<file path="config.mk">
export PLATFORM = sky130hd
export DESIGN_NAME = dcm_lock_ctrl
export DESIGN_NICKNAME = d
export VERILOG_FILES = /design/src/rtl/dcm_lock_ctrl.sv
export SDC_FILE = /design/constraint.sdc
export NUM_CORES = 1
export LEC_CHECK = 0
export CORE_ASPECT_RATIO = 1.5
export CORE_UTILIZATION = 61
export DETAILED_ROUTE_END_ITERATION = 16
export DONT_BUFFER_PORTS = 1
export GPL_TIMING_DRIVEN = 0
export PLACE_DENSITY = 0.77
export SYNTH_ARGS = -nofsm -noshare
export SYNTH_HDL_FRONTEND = slang
export SYNTH_SLANG_ARGS = --single-unit
export TNS_END_PERCENT = 20
</file>
<file path="constraint.sdc">
create_clock -name BUS_CLK -period 5.59 [get_ports BUS_CLK]
set_clock_uncertainty 0.1 [all_clocks]
set_input_delay 1.3975 -clock BUS_CLK [delete_from_list [all_inputs] [get_ports BUS_CLK]]
set_output_delay 1.3975 -clock BUS_CLK [all_outputs]
set_load 0.01 [all_outputs]
</file>
<file path="src/rtl/dcm_lock_ctrl.sv">
// Bring-up sequencer for a cascaded DCM pair: pulses U2 reset, waits for lock, settles, releases SYS_RST.
// Define DCM_LOCK_LOSS_CNT_EN to implement the RUN lock-loss counter; otherwise LOSS_CNT is tied to 0.
module dcm_lock_ctrl #(
  parameter int unsigned RST_CYCLES    = 16,
  parameter int unsigned LOCK_TIMEOUT  = 50000,
  parameter int unsigned SETTLE_CYCLES = 256,
  parameter int unsigned MAX_RETRY     = 7
) (
  input  logic       BUS_CLK,
  input  logic       BUS_RST_N,
  input  logic       U1_LOCKED,
  input  logic       U2_LOCKED,
  input  logic       SOFT_RST,
  output logic       U2_RST,
  output logic       SYS_RST,
  output logic       READY,
  output logic       FAIL,
  output logic [3:0] RETRY_CNT,
  output logic [7:0] LOSS_CNT
);

  localparam int unsigned TW = 16;
  localparam int unsigned RW = 4;

  localparam logic [TW-1:0] PULSE_LAST  = TW'(RST_CYCLES - 1);
  localparam logic [TW-1:0] LOCK_LAST   = TW'(LOCK_TIMEOUT - 1);
  localparam logic [TW-1:0] SETTLE_LAST = TW'(SETTLE_CYCLES - 1);
  localparam logic [RW-1:0] RETRY_MAX   = RW'(MAX_RETRY);

  typedef enum logic [2:0] {
    S_WAIT_U1,
    S_PULSE,
    S_WAIT_LOCK,
    S_SETTLE,
    S_RUN,
    S_FAIL
  } state_t;

  state_t        r_state;
  state_t        w_nxt_state;
  logic [TW-1:0] r_timer;
  logic [TW-1:0] w_nxt_timer;
  logic [RW-1:0] r_retry_cnt;
  logic [RW-1:0] w_nxt_retry;
  logic          w_retry_evt;

  logic r_u1_meta;
  logic r_u1_s;
  logic r_u2_meta;
  logic r_u2_s;

  logic r_u2_rst;
  logic r_sys_rst;
  logic r_ready;
  logic r_fail;

  // Two-flop synchronisers for the asynchronous lock inputs
  always_ff @(posedge BUS_CLK or negedge BUS_RST_N) begin
    if (!BUS_RST_N) begin
      r_u1_meta <= 1'b0;
      r_u1_s    <= 1'b0;
      r_u2_meta <= 1'b0;
      r_u2_s    <= 1'b0;
    end else begin
      r_u1_meta <= U1_LOCKED;
      r_u1_s    <= r_u1_meta;
      r_u2_meta <= U2_LOCKED;
      r_u2_s    <= r_u2_meta;
    end
  end

  // State, shared timer, retry counter and next-state output decodes
  always_ff @(posedge BUS_CLK or negedge BUS_RST_N) begin
    if (!BUS_RST_N) begin
      r_state     <= S_WAIT_U1;
      r_timer     <= '0;
      r_retry_cnt <= '0;
      r_u2_rst    <= 1'b1;
      r_sys_rst   <= 1'b1;
      r_ready     <= 1'b0;
      r_fail      <= 1'b0;
    end else begin
      r_state     <= w_nxt_state;
      r_timer     <= w_nxt_timer;
      r_retry_cnt <= w_nxt_retry;
      r_u2_rst    <= (w_nxt_state == S_WAIT_U1) || (w_nxt_state == S_PULSE) ||
                     (w_nxt_state == S_FAIL);
      r_sys_rst   <= (w_nxt_state != S_RUN);
      r_ready     <= (w_nxt_state == S_RUN);
      r_fail      <= (w_nxt_state == S_FAIL);
    end
  end

  // Next state: SOFT_RST beats U1 loss, which beats timer/lock events
  always_comb begin
    w_nxt_state = r_state;
    w_nxt_timer = r_timer;
    w_nxt_retry = r_retry_cnt;
    w_retry_evt = 1'b0;

    if (SOFT_RST || ((r_state != S_WAIT_U1) && !r_u1_s)) begin
      w_nxt_state = S_WAIT_U1;
      w_nxt_timer = '0;
      w_nxt_retry = '0;
    end else begin
      case (r_state)
        S_WAIT_U1: begin
          if (r_u1_s) begin
            w_nxt_state = S_PULSE;
            w_nxt_timer = '0;
          end
        end
        S_PULSE: begin
          if (r_timer == PULSE_LAST) begin
            w_nxt_state = S_WAIT_LOCK;
            w_nxt_timer = '0;
          end else begin
            w_nxt_timer = r_timer + TW'(1);
          end
        end
        S_WAIT_LOCK: begin
          if (r_u2_s) begin
            w_nxt_state = S_SETTLE;
            w_nxt_timer = '0;
          end else if (r_timer == LOCK_LAST) begin
            w_retry_evt = 1'b1;
          end else begin
            w_nxt_timer = r_timer + TW'(1);
          end
        end
        S_SETTLE: begin
          if (!r_u2_s) begin
            w_retry_evt = 1'b1;
          end else if (r_timer == SETTLE_LAST) begin
            w_nxt_state = S_RUN;
            w_nxt_timer = '0;
          end else begin
            w_nxt_timer = r_timer + TW'(1);
          end
        end
        S_RUN: begin
          if (!r_u2_s) begin
            w_nxt_state = S_PULSE;
            w_nxt_timer = '0;
            w_nxt_retry = '0;
          end
        end
        S_FAIL: begin
          w_nxt_timer = '0;
        end
        default: begin
          w_nxt_state = S_WAIT_U1;
          w_nxt_timer = '0;
          w_nxt_retry = '0;
        end
      endcase

      if (w_retry_evt) begin
        w_nxt_timer = '0;
        if (r_retry_cnt == RETRY_MAX) begin
          w_nxt_state = S_FAIL;
        end else begin
          w_nxt_state = S_PULSE;
          w_nxt_retry = r_retry_cnt + RW'(1);
        end
      end
    end
  end

  assign U2_RST    = r_u2_rst;
  assign SYS_RST   = r_sys_rst;
  assign READY     = r_ready;
  assign FAIL      = r_fail;
  assign RETRY_CNT = r_retry_cnt;

`ifdef DCM_LOCK_LOSS_CNT_EN
  localparam int unsigned LW = 8;

  logic [LW-1:0] r_loss_cnt;
  logic          w_loss_evt;

  // Counts only the RUN -> PULSE transition, so it must lose to SOFT_RST and U1 loss
  assign w_loss_evt = !SOFT_RST && r_u1_s && (r_state == S_RUN) && !r_u2_s;

  always_ff @(posedge BUS_CLK or negedge BUS_RST_N) begin
    if (!BUS_RST_N) begin
      r_loss_cnt <= '0;
    end else if (w_loss_evt && (r_loss_cnt != '1)) begin
      r_loss_cnt <= r_loss_cnt + LW'(1);
    end
  end

  assign LOSS_CNT = r_loss_cnt;
`else
  assign LOSS_CNT = '0;
`endif

endmodule

</file>
==> impl_metrics.csv, run 1 <==
group,metric,value,unit
sta,fin_crit,2.423,ns
setup_path,critPathMaxFanout,10,
global_routing,grt-ovfl-total,0,
clock_network,clkSinkCount,31,
run,maxCapViolations,0,
final_layout,diodes,0,
sta,setup_viol,0,
clock_network,h-tree-depth,2,
final_layout,final_cells,240,
place,hpwl,2588,um
setup_path,r2r-end,"r_timer[3]",
power_and_ir_drop,internal_power,0.0003364,W
setup_path,worst_path_largest_cell_delay,0.48,ns
worst_hold_path,hold_start,"r_u2_meta",
synthesis,seq_area_frac_synth,44.68,%
sta,slew_violations,0,
detailed_routing,drc,0,
floorplanning,rows,23,
power_and_ir_drop,seqPwrFrac,53.0,%
sta,rsz0062_at_grt,"no",
sta,fin_crit_sh,43.35,%
detailed_routing,wire_per_inst,14.94,um
place,pre_cts_slack,2.895,ns
setup_path,startpoint_type,"input pin",
sta,relSlewSlack,62.51,%
detailed_routing,vias,1456,
global_routing,grt_pass1_wl,5761,um
setup_path,crit_required,5.66,ns
power_and_ir_drop,p_comb_share,6.1,%
synthesis,synth_common_cells,"dfrtp_1 (29), nand2_1 (25), nand3_1 (15)",
synthesis,async_reset_ff_share,100.0,%
synthesis,synth-seq-cells,31,
floorplanning,die_x,45.63,um
sta,hold_viol,0,
sta,clock.fmax,412.7,MHz
setup_path,r2r_start,"r_timer[0]",
worst_hold_path,hold_path_depth,0,
floorplanning,dieArea,3077,sq um
synthesis,synth.area.top_cells,"dfrtp_1 (42%), nand2_1 (5.4%), nand3_1 (4.3%)",
setup_path,rrSetupSlack,3.22,ns
floorplanning,ios,21,
clock_network,clk_path_buf_depth,2,
clock_network,clk_pin_slew,0.06,ns
synthesis,synth.top_cell.area_share,41.67,%
final_layout,multiInputGateArea,874.6,sq um
setup_path,crit_path_end_kind,"flop",
final_layout,fill_cells,239,
global_routing,first_global_vias,1326,
floorplanning,die_h,67.44,um
synthesis,yosysMostFrequentCell,"dfrtp_1",
place,placedInstanceArea,1814,sq um
floorplanning,floorplan.initialDensity,64.38,%
synthesis,synth_edf_count,0,
power_and_ir_drop,p_clk_share,40.9,%
setup_path,crit_slowest_cell,"nor4b_4",
detailed_routing,drtAntennaViolNets,0,
floorplanning,core,2705,sq um
sta,tns,0,ns
clock_network,root_buffer,"clkbuf_8",
synthesis,synth.yosys.warnings,0,
final_layout,layout-drive-gt1-share,14.78,%
global_routing,antenna_found_initial,0,
worst_hold_path,hold_class,"reg2reg",
power_and_ir_drop,powerDensity,227.0,nW/um^2
clock_network,postCtsSetupBuffers,0,
sta,worstMarginPinSlew,0.5612,ns
global_routing,grt_start_max_net_pins,32,
synthesis,synthesis.area,1742,sq um
worst_hold_path,hold-path-endpoint,"r_u2_s",
outcome,status,"finished, final reports clean",
synthesis,synthFlopType,"dfrtp_1",
sta,finalWorstSetupSlack,3.167,ns
setup_path,cp_data_arrival_time,2.50,ns
power_and_ir_drop,switchingPower,0.00009627,W
detailed_routing,drtPass1Iterations,4,
detailed_routing,drt-vias-per-instance,6.067,
setup_path,cp_cell_sequence,"nor4b_4 -> clkbuf_1 -> nand2_1 -> o311ai_1",
setup_path,critPathKind,"in2reg",
clock_network,post_cts_resized,0,
clock_network,postCtsHoldBufs,0,
place,placedCellCount,232,
power_and_ir_drop,ir_worst_vdd,0.2125,mV
clock_network,clk_latency,0.28,ns
final_layout,nets,209,
place,gp_congestion,0.8654,
global_routing,grt_usage,26.75,%
power_and_ir_drop,finalPower,0.0004327,W
clock_network,numCtsBuffers,5,
synthesis,syn-mean-instance-area,9.264,sq um
final_layout,regArea,778.2,sq um
final_layout,final_cell_area,1906,sq um
detailed_routing,routed_wl,3586,um
synthesis,yosysTopAreaCell,"dfrtp_1",
power_and_ir_drop,leakagePower,0.8015,nW
synthesis,synth_cell_type_count,44,
synthesis,netlist_instances,188,
clock_network,cts_tree,"built",
setup_path,reg2reg_depth,9,
place,port_buffers,0,
final_layout,syn_to_final_growth,9.411,%
detailed_routing,first_iter_violations,59,
power_and_ir_drop,sw_frac_of_total,22.25,%
==> through the flow <==
| stage | hold slack (ns) | util, % |
|---|---|---|
| 3_3_place_gp | 0.2334 | 67.07 |
| 5_1_grt | 0.2717 | 70.44 |
| 6_report | 0.2488 | 70.44 |
| 4_1_cts | 0.2511 | 70.44 |
| 3_5_place_dp | 0.2373 | 67.07 |
| 2_1_floorplan | 0.2312 | - |
==> critical path, delay by kind of cell <==
kind	cells	cell delay [ns]
buffers and inverters	1	0.43
AO/OA/AOI/OAI	1	0.08
AND/OR/NAND/NOR	2	0.59
==> state kept, by name, summed over array words and instances, names as in the netlist <==
name and count:
r_u2_meta 1, READY 1, r_u1_meta 1, U2_RST 1
FAIL 1, r_u2_s 1, SYS_RST 1, r_state 3
RETRY_CNT 4, r_u1_s 1, r_timer 16
==> cells in the final DEF (no fill, tap or decap), drive strengths merged, types with 2 or more instances in the layout <==
cell and n:
and4 2, conb 8, o311ai 5, nor2b 2
clkbuf 8, inv 5, nand3 16, nand2 25
a21oi 7, nor2 13, a211oi 2, o21ai 14
ha 2, and3 3, nor4 3, a32oi 2
nand4 5, xnor2 3, nor3 11, nor3b 2
buf 14, o21bai 2, mux2i 4, dfstp 2
dfrtp 29
==> how the worst max path moves through the flow <==
| stage | start | to | slack [ns] | depth (start not counted) |
|---|---|---|---|---|
| floorplan | SOFT_RST | r_timer[11] | 3.18 | 4 |
| global placement | SOFT_RST | r_timer[11] | 2.92 | 4 |
| detailed placement | SOFT_RST | r_timer[11] | 2.90 | 4 |
| CTS | SOFT_RST | r_timer[11] | 3.19 | 4 |
| global route | SOFT_RST | r_timer[12] | 3.05 | 4 |
| finish | SOFT_RST | r_timer[11] | 3.17 | 4 |
==> final cells by class <==
class / instances / share of cell area (%)
flip-flops and latches: 31 / 40.84
plain buffers: 15 / 5.056
well taps: 37 / 2.429
inverters: 5 / 0.9849
clock buffers: 7 / 4.531
clock inverters: 1 / 0.2626
multi-input cells: 144 / 45.90
==> kinds of logic after synthesis <==
kind of cell               after synthesis  synth area share [%]
muxes                                    4                 2.299
xor gates and xnor gates                 4                 2.012
buffers and inverters                   20                 6.609
and+or+nand+nor                         88                 27.44
adders and majority gates                2                 1.437
DFF                                     31                 44.68
other                                    1                0.2153
AOI/OAI and AO/OA                       38                 15.30
==> metal layers <==
layer | routed length [um] | global-route usage (%)
met1 | 1391 | 27.60
met4 | 101 | 15.91
met5 | 0 | 0
met2 | 1930 | 47.14
met3 | 163 | 6.150
==> power by group through the flow <==
| stage | clock, W | sequential [W] | combinational (W) |
|---|---|---|---|
| floorplan | 0 | 0.000233 | 0.0000217 |
| global placement | 0 | 0.000233 | 0.0000249 |
| detailed placement | 0 | 0.000233 | 0.0000256 |
| CTS | 0.000181 | 0.000229 | 0.0000257 |
| global route | 0.000193 | 0.000229 | 0.0000291 |
| finish | 0.000177 | 0.000229 | 0.0000263 |
Note: power is estimated with default switching activity, not from simulation.
==> run 2: changes to the inputs <==
==> constraint.sdc (replaced) <==
create_clock -name BUS_CLK -period 2.4 [get_ports BUS_CLK]
set_clock_uncertainty 0.1 [all_clocks]
set_input_delay 0.6 -clock BUS_CLK [delete_from_list [all_inputs] [get_ports BUS_CLK]]
set_output_delay 0.6 -clock BUS_CLK [all_outputs]
set_load 0.01 [all_outputs]
==> impl_metrics.csv, run 2 (synthesis results as in run 1) <==
group,metric,value,unit
final_layout,final_cell_mix,"dfrtp_1 (29), nand2_1 (25), nand3_1 (14), buf_4 (14), nor2_1 (13)",
setup_path,reg2reg_depth,8,
final_layout,syn_to_final_growth,13.58,%
setup_path,timing.critical_path.from,"r_timer[0]",
setup_path,crit_path_end,"r_timer[11]",
place,hpwl,2588,um
power_and_ir_drop,seqPwrFrac,52.4,%
final_layout,multiInputGateArea,894.6,sq um
final_layout,final_common_cell,"dfrtp_1",
global_routing,first_global_vias,1323,
final_layout,fill_cells,232,
detailed_routing,drtPass1Iterations,5,
run,maxCapViolations,0,
sta,rsz0062_at_grt,"yes",
outcome,status,"finished, final reports clean",
sta,clock.fmax,437.8,MHz
floorplanning,die_h,67.44,um
floorplanning,dieArea,3077,sq um
setup_path,crit_path_end_kind,"flop",
floorplanning,die_x,45.63,um
sta,hold_viol,0,
setup_path,r2r_start,"r_timer[0]",
setup_path,crit_required,2.47,ns
detailed_routing,first_iter_violations,61,
sta,worstMarginPinSlew,0.5668,ns
power_and_ir_drop,internal_power,0.0007887,W
clock_network,clk_path_buf_depth,2,
sta,fin_crit_sh,95.18,%
sta,setup_viol,0,
power_and_ir_drop,ir_worst_vdd,0.4879,mV
sta,finalWorstSetupSlack,0.1156,ns
clock_network,numCtsBuffers,5,
setup_path,critPathKind,"reg2reg",
floorplanning,rows,23,
floorplanning,floorplan.initialDensity,64.38,%
setup_path,cp_data_arrival_time,2.36,ns
final_layout,regArea,778.2,sq um
sta,relSlewSlack,62.14,%
final_layout,layout-drive-gt1-share,17.79,%
power_and_ir_drop,powerDensity,516.1,nW/um^2
setup_path,critPathMaxFanout,10,
detailed_routing,routed_wl,3752,um
worst_hold_path,hold_class,"in2async",
power_and_ir_drop,switchingPower,0.0002321,W
detailed_routing,wire_per_inst,15.31,um
floorplanning,ios,21,
final_layout,top_register,"r_timer",
final_layout,largest_reg_flops,16,
sta,slew_violations,0,
detailed_routing,drc,0,
place,pre_cts_slack,0.04308,ns
clock_network,clk_pin_slew,0.07,ns
global_routing,grt_pass1_wl,5920,um
clock_network,cts_tree,"built",
power_and_ir_drop,sw_frac_of_total,22.74,%
detailed_routing,drtAntennaViolNets,0,
setup_path,rrSetupSlack,0.12,ns
setup_path,r2r-end,"r_timer[11]",
power_and_ir_drop,p_comb_share,7.5,%
detailed_routing,vias,1470,
final_layout,diodes,0,
clock_network,root_buffer,"clkbuf_8",
clock_network,h-tree-depth,2,
power_and_ir_drop,p_clk_share,40.1,%
power_and_ir_drop,leakagePower,0.8314,nW
place,port_buffers,0,
floorplanning,core,2705,sq um
place,gp_congestion,0.8654,
global_routing,antenna_found_initial,0,
sta,fin_crit,2.284,ns
final_layout,nets,214,
detailed_routing,drt-vias-per-instance,6.000,
clock_network,clkSinkCount,31,
global_routing,grt_usage,27.58,%
global_routing,grt-ovfl-total,0,
global_routing,grt_start_max_net_pins,30,
sta,tns,0,ns
setup_path,startpoint_type,"flop",
clock_network,clk_latency,0.28,ns
==> run 2: cell types whose count changed in the layout (fill, tap and decap cells not counted), sizes merged <==
| cell | change |
|---|---|
| buf | +5 |
==> run 2: cell type report <==
| cell class | count | area share [%] |
|---|---|---|
| Buffer | 15 | 4.997 |
| Clock buffer | 7 | 4.364 |
| Clock inverter | 1 | 0.2530 |
| Inverter | 5 | 0.9488 |
| Multi-Input combinational cell | 144 | 45.22 |
| Sequential cell | 31 | 39.34 |
| Tap cell | 37 | 2.340 |
| Timing Repair Buffer | 5 | 2.530 |
==> run 2: timing repair <==
| action | 4_1_cts | 5_1_grt |
|---|---|---|
| hold buffers | 1 | 0 |
| hold endpoints to repair | 29 | 0 |
| setup endpoints to repair | 0 | 16 |
| resized for setup | 0 | 5 |
| buffers inserted | 0 | 4 |
==> run 2: power groups by stage <==
stage | registers [W] | clock network [W] | logic, W
after detailed placement | 0.000543 | 0 | 0.0000596
final | 0.000534 | 0.000410 | 0.0000766
after global placement | 0.000543 | 0 | 0.0000581
after floorplan | 0.000542 | 0 | 0.0000506
after CTS | 0.000534 | 0.000423 | 0.0000730
after global routing | 0.000535 | 0.000452 | 0.0000864
==> run 2: critical path, cell delays in order (launching register included) <==
cell	delay (ns)
dfrtp_1	0.42
ha_1	0.25
and3_1	0.18
buf_2	0.15
nand4_1	0.15
nand3_2	0.14
a211o_1	0.32
buf_2	0.20
o311ai_1	0.28
==> run 2: worst min-delay path by stage <==
| stage | slack [ns] | endpoint | cells after the start |
|---|---|---|---|
| detailed placement | 0.20 | FAIL | 0 |
| finish | 0.04 | r_timer[7] | 1 |
| global route | 0.04 | r_timer[8] | 1 |
| global placement | 0.20 | r_state[2] | 0 |
| floorplan | 0.20 | FAIL | 0 |
| CTS | 0.03 | r_timer[12] | 1 |
==> run 2: layer usage <==
layer	vias to the layer above	GRT usage [%]	wire length (um)
met5	-	0	0
met4	0	15.91	107
met3	13	6.150	168
met2	53	48.75	2040
met1	701	28.65	1435
li1	703	-	-
==> run 2: per-stage QoR <==
stage	power [W]	std cells	cell area [sq um]	utilization (%)	hold WS, ns
floorplan	0.0005925	195	1768	-	0.2044
finish	0.001021	245	1978	73.13	0.03717
CTS	0.001030	241	1926	71.18	0.03172
global placement	0.0006014	232	1814	67.07	0.2050
detailed placement	0.0006030	232	1814	67.07	0.2050
global route	0.001073	245	1978	73.13	0.03546
